==> config.mk <==
export PLATFORM = sky130hd
export DESIGN_NAME = alu_nibble_sequencer_flat
export DESIGN_NICKNAME = d
export VERILOG_FILES = /design/src/rtl/alu_nibble_sequencer_if.sv /design/src/rtl/alu_nibble_sequencer.sv /design/src/flat_wrapper.sv
export SDC_FILE = /design/constraint.sdc
export NUM_CORES = 1
export LEC_CHECK = 0
export CAP_MARGIN = 20
export CORE_MARGIN = 2
export CORE_UTILIZATION = 50
export CTS_CLUSTER_DIAMETER = 150
export DETAILED_ROUTE_END_ITERATION = 8
export PLACE_DENSITY = 0.83
export SYNTH_ARGS = -nofsm -noshare
export SYNTH_HDL_FRONTEND = slang
export SYNTH_SLANG_ARGS = --single-unit
==> constraint.sdc <==
create_clock -name clk -period 3.5 [get_ports clk]
set_input_delay 0.875 -clock clk [delete_from_list [all_inputs] [get_ports clk]]
set_output_delay 0.875 -clock clk [all_outputs]
set_load 0.01 [all_outputs]
==> src/rtl/alu_nibble_sequencer_if.sv <==
// Request/response and ALU-drive bundle for alu_nibble_sequencer.
// The zero flag exists only when ALU_SEQ_ZFLAG_EN is defined.
interface alu_nibble_sequencer_if #(
    parameter int unsigned NIBBLES = 4
);
    localparam int unsigned W = 4 * NIBBLES;

    logic         start;
    logic         ready;
    logic [3:0]   op_sel;
    logic         op_m;
    logic         op_cin;
    logic [W-1:0] a;
    logic [W-1:0] b;
    logic [W-1:0] result;
    logic         carry;
    logic         equal;
    logic         done;
`ifdef ALU_SEQ_ZFLAG_EN
    logic         zero;
`endif
    logic [3:0]   alu_in1;
    logic [3:0]   alu_in2;
    logic [3:0]   alu_sel;
    logic         alu_m;
    logic         alu_cin;
    logic [3:0]   alu_out;
    logic         alu_cout;
    logic         alu_comparator;

    // Requester plus ALU instance side.
    modport master (
        output start, op_sel, op_m, op_cin, a, b,
        input  ready, result, carry, equal, done,
`ifdef ALU_SEQ_ZFLAG_EN
        input  zero,
`endif
        input  alu_in1, alu_in2, alu_sel, alu_m, alu_cin,
        output alu_out, alu_cout, alu_comparator
    );

    // Sequencer side.
    modport slave (
        input  start, op_sel, op_m, op_cin, a, b,
        output ready, result, carry, equal, done,
`ifdef ALU_SEQ_ZFLAG_EN
        output zero,
`endif
        output alu_in1, alu_in2, alu_sel, alu_m, alu_cin,
        input  alu_out, alu_cout, alu_comparator
    );
endinterface

==> src/rtl/alu_nibble_sequencer.sv <==
// Runs one wide operation through a 4-bit ALU one nibble per cycle, LSB first,
// chaining carry and accumulating equality. Optional zero flag: ALU_SEQ_ZFLAG_EN.
module alu_nibble_sequencer #(
    parameter int unsigned NIBBLES = 4
) (
    input logic                  clk,
    input logic                  rst,
    alu_nibble_sequencer_if.slave bus
);
    localparam int unsigned W    = 4 * NIBBLES;
    localparam int unsigned IDXW = (NIBBLES > 1) ? $clog2(NIBBLES) : 1;
    localparam logic [IDXW-1:0] LAST_IDX = IDXW'(NIBBLES - 1);

    typedef enum logic [1:0] {
        S_IDLE = 2'd0,
        S_RUN  = 2'd1,
        S_DONE = 2'd2
    } state_e;

    state_e          state_q, state_d;
    logic [W-1:0]    a_q, a_d, b_q, b_d;
    logic [3:0]      sel_q, sel_d;
    logic            op_m_q, op_m_d;
    logic            op_cin_q, op_cin_d;
    logic [IDXW-1:0] idx_q, idx_d;
    logic            carry_run_q, carry_run_d;
    logic            eq_run_q, eq_run_d;
    logic [W-1:0]    result_q, result_d;
    logic            carry_q, carry_d;
    logic            equal_q, equal_d;
    logic            zero_q, zero_d;
    logic            last_c;

    assign last_c = (idx_q == LAST_IDX);

    // State register
    always_ff @(posedge clk or posedge rst) begin
        if (rst) state_q <= S_IDLE;
        else     state_q <= state_d;
    end

    // Next-state logic
    always_comb begin
        state_d = state_q;
        case (state_q)
            S_IDLE:  if (bus.start) state_d = S_RUN;
            S_RUN:   if (last_c)    state_d = S_DONE;
            S_DONE:  state_d = S_IDLE;
            default: state_d = S_IDLE;
        endcase
    end

    // FSM-decoded outputs and ALU drive; the ALU bus is quiet outside RUN
    always_comb begin
        bus.ready   = (state_q == S_IDLE);
        bus.done    = (state_q == S_DONE);
        bus.alu_in1 = 4'b0;
        bus.alu_in2 = 4'b0;
        bus.alu_sel = 4'b0;
        bus.alu_m   = 1'b0;
        bus.alu_cin = 1'b0;
        if (state_q == S_RUN) begin
            bus.alu_in1 = 4'(a_q >> {idx_q, 2'b00});
            bus.alu_in2 = 4'(b_q >> {idx_q, 2'b00});
            bus.alu_sel = sel_q;
            bus.alu_m   = op_m_q;
            bus.alu_cin = (idx_q == '0) ? op_cin_q : (op_m_q ? 1'b0 : carry_run_q);
        end
    end

    // Operand latch, nibble write-back and flag accumulation
    always_comb begin
        a_d         = a_q;
        b_d         = b_q;
        sel_d       = sel_q;
        op_m_d      = op_m_q;
        op_cin_d    = op_cin_q;
        idx_d       = idx_q;
        carry_run_d = carry_run_q;
        eq_run_d    = eq_run_q;
        result_d    = result_q;
        carry_d     = carry_q;
        equal_d     = equal_q;
        zero_d      = zero_q;
        if (state_q == S_IDLE && bus.start) begin
            a_d         = bus.a;
            b_d         = bus.b;
            sel_d       = bus.op_sel;
            op_m_d      = bus.op_m;
            op_cin_d    = bus.op_cin;
            idx_d       = '0;
            carry_run_d = bus.op_cin;
            eq_run_d    = 1'b1;
        end else if (state_q == S_RUN) begin
            for (int unsigned i = 0; i < NIBBLES; i++) begin
                if (idx_q == IDXW'(i)) result_d[4*i +: 4] = bus.alu_out;
            end
            carry_run_d = bus.alu_cout;
            eq_run_d    = eq_run_q & bus.alu_comparator;
            // Visible flags change only with the final nibble.
            if (last_c) begin
                carry_d = bus.alu_cout;
                equal_d = eq_run_d;
                zero_d  = (result_d == '0);
            end else begin
                idx_d = idx_q + IDXW'(1);
            end
        end
    end

    always_ff @(posedge clk or posedge rst) begin
        if (rst) begin
            a_q         <= '0;
            b_q         <= '0;
            sel_q       <= '0;
            op_m_q      <= 1'b0;
            op_cin_q    <= 1'b0;
            idx_q       <= '0;
            carry_run_q <= 1'b0;
            eq_run_q    <= 1'b0;
            result_q    <= '0;
            carry_q     <= 1'b0;
            equal_q     <= 1'b0;
            zero_q      <= 1'b0;
        end else begin
            a_q         <= a_d;
            b_q         <= b_d;
            sel_q       <= sel_d;
            op_m_q      <= op_m_d;
            op_cin_q    <= op_cin_d;
            idx_q       <= idx_d;
            carry_run_q <= carry_run_d;
            eq_run_q    <= eq_run_d;
            result_q    <= result_d;
            carry_q     <= carry_d;
            equal_q     <= equal_d;
            zero_q      <= zero_d;
        end
    end

    assign bus.result = result_q;
    assign bus.carry  = carry_q;
    assign bus.equal  = equal_q;
`ifdef ALU_SEQ_ZFLAG_EN
    assign bus.zero   = zero_q;
`else
    logic unused_zero;
    assign unused_zero = zero_q;
`endif
endmodule

==> src/flat_wrapper.sv <==
// flat-port wrapper written by rule: the top's interface ports become plain ports
module alu_nibble_sequencer_flat 
#(
    parameter int unsigned NIBBLES = 4
)
  (clk, rst, bus_start, bus_op_sel, bus_op_m, bus_op_cin, bus_a, bus_b, bus_ready, bus_result, bus_carry, bus_equal, bus_done, bus_alu_in1, bus_alu_in2, bus_alu_sel, bus_alu_m, bus_alu_cin, bus_alu_out, bus_alu_cout, bus_alu_comparator);
  alu_nibble_sequencer_if #(.NIBBLES(NIBBLES)) bus_i ();
  input logic clk;
  input logic rst;
  input wire logic [$bits(bus_i.start)-1:0] bus_start;
  input wire logic [$bits(bus_i.op_sel)-1:0] bus_op_sel;
  input wire logic [$bits(bus_i.op_m)-1:0] bus_op_m;
  input wire logic [$bits(bus_i.op_cin)-1:0] bus_op_cin;
  input wire logic [$bits(bus_i.a)-1:0] bus_a;
  input wire logic [$bits(bus_i.b)-1:0] bus_b;
  output wire logic [$bits(bus_i.ready)-1:0] bus_ready;
  output wire logic [$bits(bus_i.result)-1:0] bus_result;
  output wire logic [$bits(bus_i.carry)-1:0] bus_carry;
  output wire logic [$bits(bus_i.equal)-1:0] bus_equal;
  output wire logic [$bits(bus_i.done)-1:0] bus_done;
  output wire logic [$bits(bus_i.alu_in1)-1:0] bus_alu_in1;
  output wire logic [$bits(bus_i.alu_in2)-1:0] bus_alu_in2;
  output wire logic [$bits(bus_i.alu_sel)-1:0] bus_alu_sel;
  output wire logic [$bits(bus_i.alu_m)-1:0] bus_alu_m;
  output wire logic [$bits(bus_i.alu_cin)-1:0] bus_alu_cin;
  input wire logic [$bits(bus_i.alu_out)-1:0] bus_alu_out;
  input wire logic [$bits(bus_i.alu_cout)-1:0] bus_alu_cout;
  input wire logic [$bits(bus_i.alu_comparator)-1:0] bus_alu_comparator;
  assign bus_i.start = bus_start;
  assign bus_i.op_sel = bus_op_sel;
  assign bus_i.op_m = bus_op_m;
  assign bus_i.op_cin = bus_op_cin;
  assign bus_i.a = bus_a;
  assign bus_i.b = bus_b;
  assign bus_ready = bus_i.ready;
  assign bus_result = bus_i.result;
  assign bus_carry = bus_i.carry;
  assign bus_equal = bus_i.equal;
  assign bus_done = bus_i.done;
  assign bus_alu_in1 = bus_i.alu_in1;
  assign bus_alu_in2 = bus_i.alu_in2;
  assign bus_alu_sel = bus_i.alu_sel;
  assign bus_alu_m = bus_i.alu_m;
  assign bus_alu_cin = bus_i.alu_cin;
  assign bus_i.alu_out = bus_alu_out;
  assign bus_i.alu_cout = bus_alu_cout;
  assign bus_i.alu_comparator = bus_alu_comparator;
  alu_nibble_sequencer #(.NIBBLES(NIBBLES)) u_core (.clk(clk), .rst(rst), .bus(bus_i));
endmodule
# After elaboration in Yosys (flattened, before gate mapping)
# Cells that the tools add are included.
[totals] input_bits=47 register_bits=62 memories=0 latchBits=0 ramBits=0 mem_bits_ro=0
[classes] shift=2 n_mux=17 add_sub_neg=1 n_div=0 order_cmp=0 bitwise_logic=2 reduce_logical=10 eq_ne=8 multipliers=0
[ops] operator="16-bit by 4-bit >> shifter with 4-bit output" n=2
[ops] operator="4-bit two-way mux" n=3
[ops] operator="3-bit AND reduction" n=4
[ops] operator="2-bit two-way mux" n=5
[ops] operator="1-bit two-way mux" n=8
[ops] operator="2-bit == test (second input constant)" n=3
[ops] operator="2-bit by 1-bit == test with 1-bit output (second input constant)" n=2
[ops] operator="2-bit zero test" n=2
[ops] operator="2-bit inequality test (second input constant)" n=2
[ops] operator="2-bit case mux with 2 select lines" n=1
[ops] operator="2-bit AND reduction" n=2
[ops] operator="2-bit by 1-bit adder with 2-bit output (second input constant)" n=1
[ops] operator="2-bit by 1-bit inequality test with 1-bit output (second input constant)" n=1
[ops] operator="2-bit nonzero test" n=1
[ops] operator="1-bit bitwise AND" n=1
[ops] operator="1-bit logical AND" n=1
[ops] operator="1-bit inverter" n=1

# Logic depth before layout (Yosys ltp)
# Gate-level depths: netlist of run 1.
[logic_depth] word_depth=4 ltp_mapped=6

# Least setup slack after synthesis of run 1
# Ideal clock, no wire load.
[synth_path] path_type="reg2out" start="register u_core.idx_q[0]" end="output bus_alu_in1[0]" setup_slack_ns=1.312 required_time_ns=2.625 path_stages_with_launch=4 arrival_ns=1.313 path_buffers=1 path_cell_list="dfrtp_1 -> buf_2 -> mux4_2 -> and2_1"
[synth_via] elab_chain_len=2
[synth_rtl] element="start, declared" line="alu_nibble_sequencer.sv:25" source="logic [IDXW-1:0] idx_q, idx_d;"
[synth_rtl] element="start signal, assigned" line="alu_nibble_sequencer.sv:131" source="idx_q <= idx_d;"
[synth_rtl] element="16-bit by 4-bit >> shifter with 4-bit output" line="alu_nibble_sequencer.sv:63" source="bus.alu_in1 = 4'(a_q >> {idx_q, 2'b00});"
[synth_rtl] element="4-bit two-way mux" line="alu_nibble_sequencer.sv:62" source="if (state_q == S_RUN) begin"
[synth_rtl] element="end, declared" line="flat_wrapper.sv:21" source="output wire logic [$bits(bus_i.alu_in1)-1:0] bus_alu_in1;"
# No other way between the ends.

# Worst setup path in the final report of run 1
[layout_path] start="register u_core.idx_q[0]" end="output bus_alu_cin"
[layout_via] elab_chain_len=3
[layout_rtl] element="2-bit zero test" line="alu_nibble_sequencer.sv:67" source="bus.alu_cin = (idx_q == '0) ? op_cin_q : (op_m_q ? 1'b0 : carry_run_q);"
[layout_rtl] element="1-bit two-way mux" line="alu_nibble_sequencer.sv:67"
[layout_rtl] element="1-bit two-way mux" line="alu_nibble_sequencer.sv:62"
[layout_rtl] element="end, declared" line="flat_wrapper.sv:25" source="output wire logic [$bits(bus_i.alu_cin)-1:0] bus_alu_cin;"
# No other way between the ends.

==> results.toml, run 1 <==
[run_status]
outcome = "completed"

[floorplanning]
fp.dieW_um = 77.8
dieArea_um2 = 6060
io_pins = 81
start_util_pct = 52.7
rows = 26
fp.dieH_um = 77.8
core_um2 = 5170

[setup_path]
cp_num_buf_inv = 2
start_kind = "flip-flop"
critPathSlowestCell = "dfrtp_1"
slowest_delay_ns = 0.77
critPathMaxFanout = 12
cpMostUsedCell = "nor2_1"
worstSetupPathType = "flip-flop to output port"
cp.required_ns = 2.62
cp.arrival_ns = 2.37
crit_chain = "inv_1 -> ha_1 -> nor2_1 -> a22oi_1 -> nor2_1 -> clkdlybuf4s50_1"
crit_family = "flip-flops"
endpoint_kind = "output port"

[power_and_ir_drop]
p_leak_nw = 1.78
ir_drop_mv = 0.452
p_per_area_nw_per_um2 = 911

[cells_and_area]
final_util_pct = 73.0
stdcell_count = 419
final_cell_mix = "121 x nand2_1, 80 x clkdlybuf4s50_1, 62 x dfrtp_1"
area_growth_pct = 38.5
n_antenna_cell = 0
final_layout_size_suffix_gt1_share_pct = 13.5
final_common_cell = "nand2_1"
nNetsFinal = 395

[synthesis]
synthCells = 260
avgSynthCellArea_um2 = 10.5
syn-num-nets = 311
dominantRegCellSynth = "dfrtp_1"
synth-seq-cells = 62
synthesis.area_um2 = 2730
ys_seq_area_share_pct = 56.9
synth_edf_count = 0
synth.distinct_cells = 26
ys_async_sr_fraction_pct = 100
yosys_warnings = 0

[clock_network]
clk_pin_slew_ns = 0.06
cts_max_level = 3
cts_root_buf = "clkbuf_8"
cts_buffers = 9
cts_tree = "done"
ctsHoldBuffers = 0
ctsResizeCount = 0
insertion_delay_ns = 0.34
cts_setup_buffers = 0
clock-sinks = 62
cts_max_path_buffers = 2

[routing]
vias = 2068
routedWlPerCell_um = 14.1
routed_wl_um = 5930
drc_errors = 0
vias_per_cell = 4.94
ant_nets = 0
first_pass_iters = 4
drt-initial-drc-count = 79

[timing]
drv_slew = 0
final.setup.worst_slack_ns = 0.253
setup_viol = 0
rsz0062_at_grt = "false"
min_period_ns = 3.25
slew_headroom_pct = 55.3
fin_crit_sh_pct = 92.8
hold_violations = 0
fin_skew_ns = 0.00561
holdWs_ns = 0.470
worst_pin_slew_ns = 0.670
fin_setup_tns_ns = 0
fmaxAchievable_ghz = 0.308

[min_path]
worstHoldPathType = "flip-flop to flip-flop"

[grt]
grt_max_degree = 42
grt_overflow = 0
grt_pass1_vias = 2060
grt.total_usage_pct = 21.3
antenna_found_initial = 0
grt_first_pass_wirelength_um = 9770

[placed_design]
numPlacedInstances = 403
gp_congestion = 0.748
port_buffers = 80
dp_slack_ns = 0.589
dp_hpwl_um = 4200

[flow_run]
drv_cap = 0
[flip-flops by register name (all words and copies together) (netlist names), 2 cells and up]
| name | cells |
|---|---|
| u_core.a_q | 16 |
| u_core.sel_q | 4 |
| u_core.idx_q | 2 |
| u_core.b_q | 16 |
| u_core.bus.result | 16 |
| u_core.state_q | 2 |
[kinds of logic (layout without fill, tap and decap cells)]
| logic type | after synthesis | in the layout | share of synthesized area, % |
|---|---|---|---|
| AO/OA/AOI/OAI | 6 | 6 | 1.47 |
| buffers and inverters | 16 | 105 | 3.53 |
| AND/OR/NAND/NOR | 147 | 147 | 22.6 |
| multiplexers | 25 | 25 | 13.6 |
| adder cells (fa/ha/maj) | 4 | 4 | 1.84 |
| flip-flops | 62 | 62 | 56.9 |
[layout make-up]
class,count,area (um^2)
Multi-Input combinational cell,182,1080
Inverter,4,15.0
Tap cell,70,87.6
Clock inverter,3,42.5
Clock buffer,13,159
Timing Repair Buffer,85,838
Sequential cell,62,1550
Fill cell,362,1400
[power by group]
group | total (mW) | internal (mW) | switching (mW)
logic | 1.50 | 0.858 | 0.638
registers | 1.31 | 1.07 | 0.240
clock network | 0.637 | 0.367 | 0.270
[worst register-to-register path: cells and delay by family, from the launching register on]
family	cells	cell delay [ns]
adders and majority gates	1	0.35
DFF	1	0.77
muxes	1	0.38
and+or+nand+nor	1	0.31
[layer usage]
metal	global-route usage [%]	routed length, um
met1	26.4	2460
met3	5.35	353
met4	10.0	84
met2	35.2	3030
met5	0	0
[final timing paths]
path                                             start                           endpoint  slack, ns  depth (start not counted)
min                        u_core.sel_q[3]$_DFFE_PP0P_        u_core.sel_q[3]$_DFFE_PP0P_       0.47                          2
max reg2reg                u_core.idx_q[0]$_DFFE_PP0P_  u_core.bus.result[12]$_DFFE_PP0P_       1.58                          3
min reg2reg                u_core.sel_q[3]$_DFFE_PP0P_        u_core.sel_q[3]$_DFFE_PP0P_       0.47                          2
max                        u_core.idx_q[0]$_DFFE_PP0P_                        bus_alu_cin       0.25                          6
min in group asynchronous                          rst        u_core.op_cin_q$_DFFE_PP0P_       0.86                          2
max in group asynchronous                          rst   u_core.bus.result[0]$_DFFE_PP0P_       1.97                          3
[cells in the mapped netlist (all sizes together) (2+ instances only)]
library cell,n,area [um^2]
nor2,4,15.0
ha,4,50.1
mux2,17,191
buf,9,70.1
nand3,2,15.0
dfrtp,62,1550
nand2,121,454
and2,13,81.3
mux4,8,180
clkbuf,3,11.3
o21ai,4,23.8
inv,4,15.0
[per-stage QoR]
step	cell area (um^2)	power (mW)
global route	3780	3.67
global placement	3580	2.77
floorplan	2730	2.17
finish	3780	3.44
detailed placement	3580	2.83
CTS	3780	3.47
Note: power is estimated with default switching activity, not from simulation.
==> inputs of run 2 (changes only) <==
- HOLD_SLACK_MARGIN: unset -> 0.12
==> results of run 2 <==
Same layout as run 1: the final DEF is identical, and so are final timing and power.
==> inputs of run 3 (changes only) <==
- ABC_AREA: unset -> 1
- CORE_UTILIZATION: 50 -> 51
- PLACE_DENSITY: 0.83 -> 0.84
==> results.toml, run 3 <==
[run_status]
outcome = "completed"

[grt]
use_met3_pct = 3.60
grt_first_pass_wirelength_um = 10100
met1_usage_pct = 31.7
met2_usage_pct = 30.1
antenna_found_initial = 0
grt_overflow = 0
grt.total_usage_pct = 21.5
grt_pass1_vias = 2137
grt_max_degree = 44
busiest_layer = "met1"

[cells_and_area]
final_common_cell = "nand2_1"
nNetsFinal = 461
n_antenna_cell = 0
final_cell_mix = "104 x nand2_1, 80 x clkdlybuf4s50_1, 61 x dfrtp_1"
area_growth_pct = 35.3
final_layout_size_suffix_gt1_share_pct = 5.57
fill_cells = 398

[synthesis]
dominantRegCellSynth = "dfrtp_1"
syn-num-nets = 381
synthesis.area_um2 = 2770
synth.distinct_cells = 17
synth.most_common_cell = "nand2_1"
synthCells = 330
synth_top_cell_by_area = "dfrtp_1"
yosys_warnings = 0
synth-seq-cells = 62
synth_top_area_share_pct = 56.1
synth_edf_count = 0
ys_seq_area_share_pct = 56.1
synthTopCellsByArea = "dfrtp_1 56%, nand2_1 14%, o21ai_1 6.9%"
synth.cells.most_frequent = "104 x nand2_1, 62 x dfrtp_1, 46 x inv_1, 38 x o21ai_1, 23 x nand3_1"
ys_async_sr_fraction_pct = 100
avgSynthCellArea_um2 = 8.39

[power_and_ir_drop]
total_power_mw = 3.37
p_per_area_nw_per_um2 = 900
ir_drop_mv = 0.529
p_leak_nw = 1.79

[floorplanning]
io_pins = 81
rows = 26
fp.dieH_um = 77.7
fp.dieW_um = 77.7
dieArea_um2 = 6030
start_util_pct = 53.5
core_um2 = 5170

[routing]
first_pass_iters = 4
routedWlPerCell_um = 13.0
drc_errors = 0
vias_per_cell = 4.86
routed_wl_um = 6270
ant_nets = 0
vias = 2346
drt-initial-drc-count = 217

[setup_path]
cp_num_buf_inv = 3
crit_family = "buffers and inverters"
cp.required_ns = 2.62
critPathMaxFanout = 12
endpoint_kind = "output port"
critPathSlowestCell = "dfrtp_1"
slowest_delay_ns = 0.58
cp.arrival_ns = 2.47
timing.reg2reg.worst_path_depth = 4
start_kind = "flip-flop"
worstSetupPathType = "flip-flop to output port"
cp.depth = 6
crit_chain = "clkinv_1 -> ha_1 -> inv_1 -> nand3_1 -> a21oi_1 -> clkdlybuf4s50_1"

[clock_network]
clk_pin_slew_ns = 0.06
cts_max_level = 3
cts_tree = "done"
cts_root_buf = "clkbuf_8"
cts_max_path_buffers = 2
cts_buffers = 9
clock-sinks = 62
insertion_delay_ns = 0.33

[placed_design]
dp_slack_ns = 0.503
gp_congestion = 0.841
dp_hpwl_um = 4540
port_buffers = 80

[timing]
min_period_ns = 3.34
fin_skew_ns = 0.00673
rsz0062_at_grt = "false"
hold_violations = 0
worst_pin_slew_ns = 0.635
fmaxAchievable_ghz = 0.299
slew_headroom_pct = 57.6
setup_viol = 0
fin_setup_tns_ns = 0
fin_crit_sh_pct = 95.5
final.setup.worst_slack_ns = 0.158
drv_slew = 0

[min_path]
worstHoldPathType = "flip-flop to flip-flop"
worstHoldPathCells = 2

[flow_run]
drv_cap = 0
-- run 3: stage by stage --
stage | hold WS (ns) | std cells | area, um^2 | utilization (%)
floorplan | 0.449 | 330 | 2770 | -
global placement | 0.466 | 469 | 3590 | 69.4
detailed placement | 0.475 | 469 | 3590 | 69.4
CTS | 0.491 | 483 | 3740 | 72.4
global route | 0.520 | 483 | 3740 | 72.4
finish | 0.488 | 483 | 3740 | 72.4
-- run 3: routing by layer --
layer	vias up	part of all wire, %
met5	-	0
met4	0	2.3
met3	17	4.5
met2	59	45
met1	1084	48
li1	1186	-
-- run 3: cells by family after synthesis --
family | synth area share (%)
AOI/OAI and AO/OA | 11.4
adders and majority gates | 1.81
buffers and inverters | 10.5
DFF | 56.1
and+or+nand+nor | 20.3
-- run 3: path summary, 6_finish.rpt --
kind	from	to	slack, ns
worst max-delay path	u_core.idx_q[1]$_DFFE_PP0P_	bus_alu_cin	0.16
worst min-delay path	u_core.bus.carry$_DFFE_PP0P_	u_core.bus.carry$_DFFE_PP0P_	0.49
worst max register to register	u_core.idx_q[1]$_DFFE_PP0P_	u_core.bus.result[1]$_DFFE_PP0P_	1.75
worst min register to register	u_core.bus.carry$_DFFE_PP0P_	u_core.bus.carry$_DFFE_PP0P_	0.49
max in group asynchronous	rst	u_core.bus.result[14]$_DFFE_PP0P_	1.88
min in group asynchronous	rst	u_core.b_q[3]$_DFFE_PP0P_	0.95
-- run 3: cell type report --
type	instances	area, um^2	area share (%)
Sequential cell	62	1550	41.5
Multi-Input combinational cell	204	926	24.7
Timing Repair Buffer	83	836	22.3
Inverter	50	188	5.01
Clock buffer	12	145	3.88
Tap cell	70	87.6	2.34
Clock inverter	2	10.0	0.267
-- run 3: worst reg2reg max path: stages, from the launching register on --
cell,delay [ns]
dfrtp_1,0.58
clkinv_1,0.39
ha_1,0.34
nand2_1,0.20
o21ai_0,0.13
-- run 3: report_power, final --
part,switching [mW],internal (mW)
registers,0.185,1.07
logic,0.870,0.737
clock network,0.247,0.266
total,1.30,2.07
-- run 3: repair_timing --
action                     CTS  global route
setup endpoints to repair    0             1
buffers inserted             0             0
hold buffers                 0             0
hold endpoints to repair     0             0
resized for setup            0             1
